$ cat src/rtl/kbd_seg_driver.sv
// PS/2 set-2 scan-code front end for six 7-seg digits: code, ASCII, BCD press count.
// Optional scan-code->ASCII table enabled by defining KBD_ASCII_EN.
module kbd_seg_driver #(
  parameter int unsigned CNT_MAX  = 99,
  parameter bit          LZ_BLANK = 1'b1
) (
  input  logic        clk,
  input  logic        rst,
  input  logic [7:0]  data_i,
  input  logic        valid_i,
  output logic        ready_o,
  output logic [23:0] dig_o,
  output logic [5:0]  off_o
);

  typedef enum logic [1:0] {IDLE, PRESSED, BREAK} state_e;

  localparam logic [7:0] BYTE_E0  = 8'hE0;
  localparam logic [7:0] BYTE_F0  = 8'hF0;
  localparam logic [3:0] MAX_ONES = 4'(CNT_MAX % 10);
  localparam logic [3:0] MAX_TENS = 4'(CNT_MAX / 10);

  state_e     state_q, state_d;
  logic [7:0] code_q, code_d;
  logic       held_q, held_d;
  logic [3:0] ones_q, ones_d;
  logic [3:0] tens_q, tens_d;
  logic       ready_q;
  logic       accept;
  logic       inc;

  assign ready_o = ready_q & ~rst;
  assign accept  = valid_i & ready_o;

  always_ff @(posedge clk) begin
    if (rst) begin
      state_q <= IDLE;
      code_q  <= '0;
      held_q  <= 1'b0;
      ones_q  <= '0;
      tens_q  <= '0;
      ready_q <= 1'b1;
    end else begin
      state_q <= state_d;
      code_q  <= code_d;
      held_q  <= held_d;
      ones_q  <= ones_d;
      tens_q  <= tens_d;
      ready_q <= ~accept;
    end
  end

  // held_q remembers whether a key is down, so BREAK can return to the right state
  always_comb begin
    state_d = state_q;
    code_d  = code_q;
    held_d  = held_q;
    inc     = 1'b0;
    if (accept && data_i != BYTE_E0) begin
      unique case (state_q)
        IDLE: begin
          if (data_i == BYTE_F0) begin
            state_d = BREAK;
          end else begin
            code_d  = data_i;
            held_d  = 1'b1;
            inc     = 1'b1;
            state_d = PRESSED;
          end
        end
        PRESSED: begin
          if (data_i == BYTE_F0) begin
            state_d = BREAK;
          end else if (data_i != code_q) begin
            code_d = data_i;
            inc    = 1'b1;
          end
        end
        BREAK: begin
          if (data_i == code_q) begin
            state_d = IDLE;
            held_d  = 1'b0;
          end else begin
            state_d = held_q ? PRESSED : IDLE;
          end
        end
        default: state_d = IDLE;
      endcase
    end
  end

  always_comb begin
    ones_d = ones_q;
    tens_d = tens_q;
    if (inc) begin
      if (ones_q == MAX_ONES && tens_q == MAX_TENS) begin
        ones_d = '0;
        tens_d = '0;
      end else if (ones_q == 4'd9) begin
        ones_d = '0;
        tens_d = tens_q + 4'd1;
      end else begin
        ones_d = ones_q + 4'd1;
      end
    end
  end

`ifdef KBD_ASCII_EN
  logic [7:0] asc;
  logic       asc_ok;

  always_comb begin
    asc    = '0;
    asc_ok = 1'b1;
    case (code_q)
      8'h1C: asc = 8'h61;  8'h32: asc = 8'h62;  8'h21: asc = 8'h63;  8'h23: asc = 8'h64;
      8'h24: asc = 8'h65;  8'h2B: asc = 8'h66;  8'h34: asc = 8'h67;  8'h33: asc = 8'h68;
      8'h43: asc = 8'h69;  8'h3B: asc = 8'h6A;  8'h42: asc = 8'h6B;  8'h4B: asc = 8'h6C;
      8'h3A: asc = 8'h6D;  8'h31: asc = 8'h6E;  8'h44: asc = 8'h6F;  8'h4D: asc = 8'h70;
      8'h15: asc = 8'h71;  8'h2D: asc = 8'h72;  8'h1B: asc = 8'h73;  8'h2C: asc = 8'h74;
      8'h3C: asc = 8'h75;  8'h2A: asc = 8'h76;  8'h1D: asc = 8'h77;  8'h22: asc = 8'h78;
      8'h35: asc = 8'h79;  8'h1A: asc = 8'h7A;
      8'h45: asc = 8'h30;  8'h16: asc = 8'h31;  8'h1E: asc = 8'h32;  8'h26: asc = 8'h33;
      8'h25: asc = 8'h34;  8'h2E: asc = 8'h35;  8'h36: asc = 8'h36;  8'h3D: asc = 8'h37;
      8'h3E: asc = 8'h38;  8'h46: asc = 8'h39;
      default: asc_ok = 1'b0;
    endcase
  end
`endif

  always_comb begin
    dig_o = {tens_q, ones_q, 8'h00, code_q};
    off_o = {LZ_BLANK && (tens_q == 4'd0), 1'b0, 2'b11, ~held_q, ~held_q};
`ifdef KBD_ASCII_EN
    if (held_q && asc_ok) begin
      dig_o[15:8] = asc;
      off_o[3:2]  = 2'b00;
    end
`endif
  end

endmodule

$ cat config.mk
export PLATFORM = sky130hd
export DESIGN_NAME = kbd_seg_driver
export DESIGN_NICKNAME = d
export VERILOG_FILES = /design/src/rtl/kbd_seg_driver.sv
export SDC_FILE = /design/constraint.sdc
export NUM_CORES = 1
export LEC_CHECK = 0
export ABC_CLOCK_PERIOD_IN_PS = 2000
export CAP_MARGIN = 20
export CORE_MARGIN = 1
export CORE_UTILIZATION = 44
export CTS_CLUSTER_SIZE = 25
export DETAILED_ROUTE_END_ITERATION = 8
export GPL_TIMING_DRIVEN = 0
export MAX_ROUTING_LAYER = met4
export PLACE_DENSITY = 0.79
export SYNTH_ARGS = -nofsm -noshare
export SYNTH_HDL_FRONTEND = slang
export SYNTH_SLANG_ARGS = --single-unit
$ cat constraint.sdc
create_clock -name clk -period 2 [get_ports clk]
set_clock_uncertainty 0.2 [all_clocks]
set_input_delay 0.3 -clock clk [delete_from_list [all_inputs] [get_ports clk]]
set_output_delay 0.3 -clock clk [all_outputs]
set_load 0.05 [all_outputs]
After elaboration in Yosys (flattened, before gate mapping)
Index checks and enable logic that the tools add are counted.
{"block": "classes", "n_mul": 0, "shift": 0, "bitwise": 5, "order_cmp": 0, "n_eq_ne": 13, "div": 0, "add_sub_neg": 2, "reduce_logical": 11, "muxes": 21}
{"op": "$mux 8", "count": 3}
{"op": "$mux 4", "count": 4}
{"op": "$pmux 8 s2", "count": 1}
{"op": "$ne 2x2->1 const B", "count": 5}
{"op": "$add 4x1->4 const B", "count": 2}
{"op": "$eq 4x4->1 const B", "count": 2}
{"op": "$eq 8x8->1", "count": 1}
{"op": "$eq 8x8->1 const B", "count": 1}
{"op": "$mux 1", "count": 8}
{"op": "$ne 8x8->1", "count": 1}
{"op": "$ne 8x8->1 const B", "count": 1}
{"op": "$pmux 2 s3", "count": 1}
{"op": "$reduce_bool 2->1", "count": 3}
{"op": "$reduce_and 5->1", "count": 1}
{"op": "$logic_not 4->1", "count": 1}
{"op": "$mux 2", "count": 2}
{"op": "$pmux 1 s2", "count": 2}
{"op": "$reduce_and 2->1", "count": 2}
{"op": "$reduce_and 4->1", "count": 1}
{"op": "$not 1->1", "count": 3}
{"op": "$and 1x1->1", "count": 2}
{"op": "$eq 2x1->1 const B", "count": 1}
{"op": "$eq 2x2->1 const B", "count": 1}
{"op": "$logic_and 1x1->1", "count": 2}
{"op": "$logic_not 2->1", "count": 1}
{"block": "totals", "mem_bits_rw": 0, "output_inout_bits": 31, "input_bits": 11, "word_cells": 58, "regBits": 20, "mem_count": 0, "latch_bits": 0, "mem_bits_ro": 0}

Depth between registers and ports, before layout
{"block": "depth", "word_depth": 6, "depth_mapped": 7, "ltp_nobuf": 7}

Worst setup path after synthesis
No wires, ideal clock.
{"block": "synth_path", "kind": "register -> output", "from": "reg tens_q[0]", "to": "out off_o[5]", "n_path_buf": 0, "path_stages_with_launch": 4, "arrival_time_ps": 1960, "slack_ps": -460, "required_ps": 1500, "path_cell_list": "dfxtp_1 inv_1 ha_1 nor3b_1"}
{"block": "synth_between", "elab_chain_len": 1}
{"item": "start, declared", "line_no": "27", "text": "logic [3:0] tens_q, tens_d;"}
{"item": "start signal, assigned", "line_no": "48", "text": "tens_q <= tens_d;"}
{"item": "$logic_not 4->1", "line_no": "133", "text": "off_o = {LZ_BLANK && (tens_q == 4'd0), 1'b0, 2'b11, ~held_q, ~held_q};"}
{"item": "end, declared", "line_no": "13", "text": "output logic [5:0] off_o"}
No other way between the ends.

Worst setup path in the final report
{"block": "layout_path", "from": "reg code_q[3]", "to": "out dig_o[3]"}
{"item": "start, declared", "line_no": "24", "text": "logic [7:0] code_q, code_d;"}
{"item": "start signal, assigned", "line_no": "45", "text": "code_q <= code_d;"}
{"item": "end, declared", "line_no": "12", "text": "output logic [23:0] dig_o,"}
No word-level cell between the ends.

==> out/results.tsv <==
stage	metric	value	unit
setup_path	critical-path cell with the highest stage delay	sky130_fd_sc_hd__clkdlybuf4s50_1	
timing	worst slew margin relative to its limit	65.4	%
global_route	grt ovf	0	
timing	setup repair after global routing missed its margin	false	
drt	mean routed wirelength per cell	12.3	µm
synthesis	cell area after technology mapping	0.00118	mm²
timing	shortest clock period the worst path allows after layout	1.95	ns
global_route	vias in the first global route	959	
setup_path	crit path capture type	primary output	
synthesis	Netlist cell types	38	
clock_network	depth of the CTS H-tree	1	
synthesis	leading cell types by total area after synthesis	sky130_fd_sc_hd__dfxtp_1, sky130_fd_sc_hd__mux2i_1, sky130_fd_sc_hd__buf_4	
synthesis	multiplexer area fraction after synthesis	7.61	%
power_and_ir_drop	worst voltage drop across the vdd grid	0.000399	V
power_and_ir_drop	Logic pwr share	30.5	%
setup_path	kind of critical path	flip-flop to primary output	
clock_network	Worst-Skew Late Latency	0.29	ns
place	count of port buffers added during placement	30	
power_and_ir_drop	P_int	633	µW
layout	area of all placed cells without fillers	0.00173	mm²
min_path	beginning of the worst hold path	data_i[6]	
power_and_ir_drop	clock group share of total power	24.0	%
synthesis	number of enable flip-flop cells after synthesis	0	
floorplanning	Die Footprint	0.00290	mm²
drt	number of vias in the routed layout	1047	
floorplanning	overall die width	53.9	µm
place	HPWL Detailed	1930	µm
clock_network	number of buffers inserted for hold repair after clock tree synthesis	0	
power_and_ir_drop	sequential cell fraction of total power	45.5	%
timing	number of endpoints failing setup at the final stage	0	
synthesis	post-synthesis cell type with the largest combined area	sky130_fd_sc_hd__dfxtp_1	
clock_network	deepest clock path buffer count	2	
setup_path	CP cell instances	clkdlybuf4s50_1	
clock_network	CTS Buf Count	3	
layout	fraction of final layout cells sized beyond drive strength 1	27.0	%
setup_path	worst-path fanout max	3	
synthesis	total number of yosys warnings	0	
power_and_ir_drop	overall power of the completed layout	958	µW
setup_path	type of element launching the critical path	flip-flop	
drt	length of the first detailed-routing pass in iterations	4	
global_route	total routing resource utilization after global routing	19.2	%
setup_path	arrival time at the worst endpoint	1.45	ns
floorplanning	Starting Density	47.3	%
drt	drt total wl	2550	µm
timing	Final Cycle Share	97.5	%
floorplanning	I/O pins	42	
synthesis	area fraction in and, or, nand and nor cells after synthesis	21.0	%
min_path	classification of the worst-slack hold path	primary input to flip-flop	
setup_path	Worst Path Buf+Inv	1	
setup_path	R2R Path Start	code_q[6]	
clock_network	TritonCTS clock tree	done	
layout	Area Overhead vs Synth	46.2	%
timing	measured slew at the worst slew-check pin	0.518	ns
status	result of the run	finished, final reports clean	
synthesis	dominant register cell in the synthesized netlist	sky130_fd_sc_hd__dfxtp_1	
drt	average vias per placed instance	5.03	
synthesis	synthesized-area fraction occupied by ao, oa, aoi and oai cells	14.3	%
global_route	first-pass GRT wire length	3930	µm
drt	residual DRC count	0	
setup_path	stage delay of the slowest cell on the critical path	0.80	ns
clock_network	Clk Tree Root Cell	sky130_fd_sc_hd__clkbuf_4	
place	routability congestion estimate	0.848	
drt	DRT iter0 DRCs	10	
timing	count of endpoints failing hold in the final timing report	0	
global_route	largest net degree at the start of global routing	12	
clock_network	clock-pin slew on the worst setup and hold paths	0.11	ns
layout	net count of the finished layout	195	
synthesis	largest family of logic cells by synthesized area	simple AND/OR/NAND/NOR gates	
power_and_ir_drop	switching power	325	µW
global_route	number of antenna violations at the first check in global routing	0	
synthesis	adder and majority gate portion of the synthesized area	5.29	%
floorplanning	floorplan core area	0.00250	mm²
synthesis	fraction of synthesized cell area in xor and xnor cells	5.92	%
setup_path	Top Family by Delay on Critical Path	buffers and inverters	
synthesis	share of the yosys chip area belonging to registers	33.8	%
layout	filler instances	221	
layout	Antenna diodes	0	
power_and_ir_drop	standby leakage power	0.910	nW
clock_network	number of sinks driven by the clock tree	20	
synthesis	synthesized instance count	130	
floorplanning	number of rows created at floorplan	18	
synthesis	post-synthesis area per instance	9.10	µm²
setup_path	crit path launch	code_q[3]	
place	Cell Area, Placed	0.00157	mm²
timing	Total Neg Setup Slack	0	ns
drt	antenna-violating nets left	0	
timing	max-slew violation count	0	
synthesis	portion of synthesized cell area occupied by the leading cell type	33.8	%
synthesis	share of async-settable or async-resettable flops after synthesis	0	%
power_and_ir_drop	PD cells	554	mW/mm²
power_and_ir_drop	switching power share of the total	33.9	%
setup_path	required time of the worst setup path	1.50	ns
timing	Achievable Freq	513	MHz
synthesis	Yosys reg bits	20	
job	max_cap viols	0	
layout	Finished Core Util	69.2	%
floorplanning	die extent in y	53.9	µm
## power by group through the flow
stage,Combinational [mW],Clock (mW),Sequential [mW]
3_3_place_gp,0.271,0,0.442
6_report,0.292,0.230,0.436
3_5_place_dp,0.275,0,0.444
4_1_cts,0.282,0.235,0.435
2_1_floorplan,0.158,0,0.482
5_1_grt,0.312,0.252,0.439
## state kept, by name (all words and copies together) (netlist names)
| signal | cells |
|---|---|
| code_q | 8 |
| ones_q | 4 |
| tens_q | 4 |
| state_q | 2 |
| held_q | 1 |
| ready_q | 1 |
## cell families (layout without fill, tap and decap cells)
| family | count (synthesis) | after routing |
|---|---|---|
| simple gates | 43 | 43 |
| buf+inv | 22 | 61 |
| compound gates | 21 | 21 |
| mux | 9 | 9 |
| flops | 20 | 20 |
| other cells | 2 | 11 |
| xor+xnor | 8 | 8 |
| fa+ha+maj | 5 | 5 |
## path summary, 6_finish.rpt
check / cells past startpoint / slack (ns) / endpoint
max: 1 / 0.05 / dig_o[3]
min: 3 / 0.16 / code_q[6]
max reg2reg: 7 / 0.17 / code_q[2]
min reg2reg: 2 / 0.30 / state_q[1]
## synth_stat cells, drive strengths merged (4+ instances only)
master / n
dfxtp: 20
xor2: 8
a21oi: 4
ha: 5
nand2: 5
nor2: 14
nor2b: 4
o31ai: 4
mux2i: 9
inv: 7
buf: 13
## final cells by class
| class | instances | area [µm²] | share of cell area (%) |
|---|---|---|---|
| Multi-Input combinational cell | 97 | 762 | 44.0 |
| Sequential cell | 20 | 409 | 23.6 |
| Timing Repair Buffer | 35 | 345 | 20.0 |
| Buffer | 15 | 114 | 6.58 |
| Tap cell | 30 | 37.5 | 2.17 |
| Clock buffer | 4 | 36.3 | 2.10 |
| Inverter | 7 | 26.3 | 1.52 |
## cells in the final DEF, fill, tap and decap left out, drive strengths merged, types with 2 or more instances in the layout
cell type / instances
xor2: 8
a31o: 2
nor4: 3
o21ai: 3
nor2: 14
nor2b: 4
clkbuf: 6
nand3: 3
nand4: 3
or3: 2
nand2: 5
dfxtp: 20
dlygate4sd2: 10
conb: 11
a31oi: 3
o31ai: 4
inv: 7
ha: 5
a21oi: 4
mux2i: 9
dlymetal6s2s: 12
clkdlybuf4s50: 6
buf: 20
## timing repair
item | 4_1_cts | 5_1_grt
setup endpoints to repair | 25 | 23
buffers inserted | 3 | 2
pin swaps | 2 | 4
hold endpoints to repair | 0 | 0
gates resized for setup | 26 | 21
## per-stage QoR
step,hold slack (ns),instances,setup slack (ns)
2_1_floorplan,0.247,139,0.0267
6_report,0.160,208,0.0499
5_1_grt,0.196,208,0.000648
3_3_place_gp,0.261,199,-0.529
3_5_place_dp,0.277,199,-0.566
4_1_cts,0.294,206,0.00906
## layer usage
layer,vias up,GRT usage [%],wire length (µm)
met5,-,-,0
met4,0,5.26,27
met3,4,2.54,132
met2,43,36.0,1300
met1,474,20.7,1090
li1,526,-,-
Note: power is estimated with default switching activity, not from simulation.
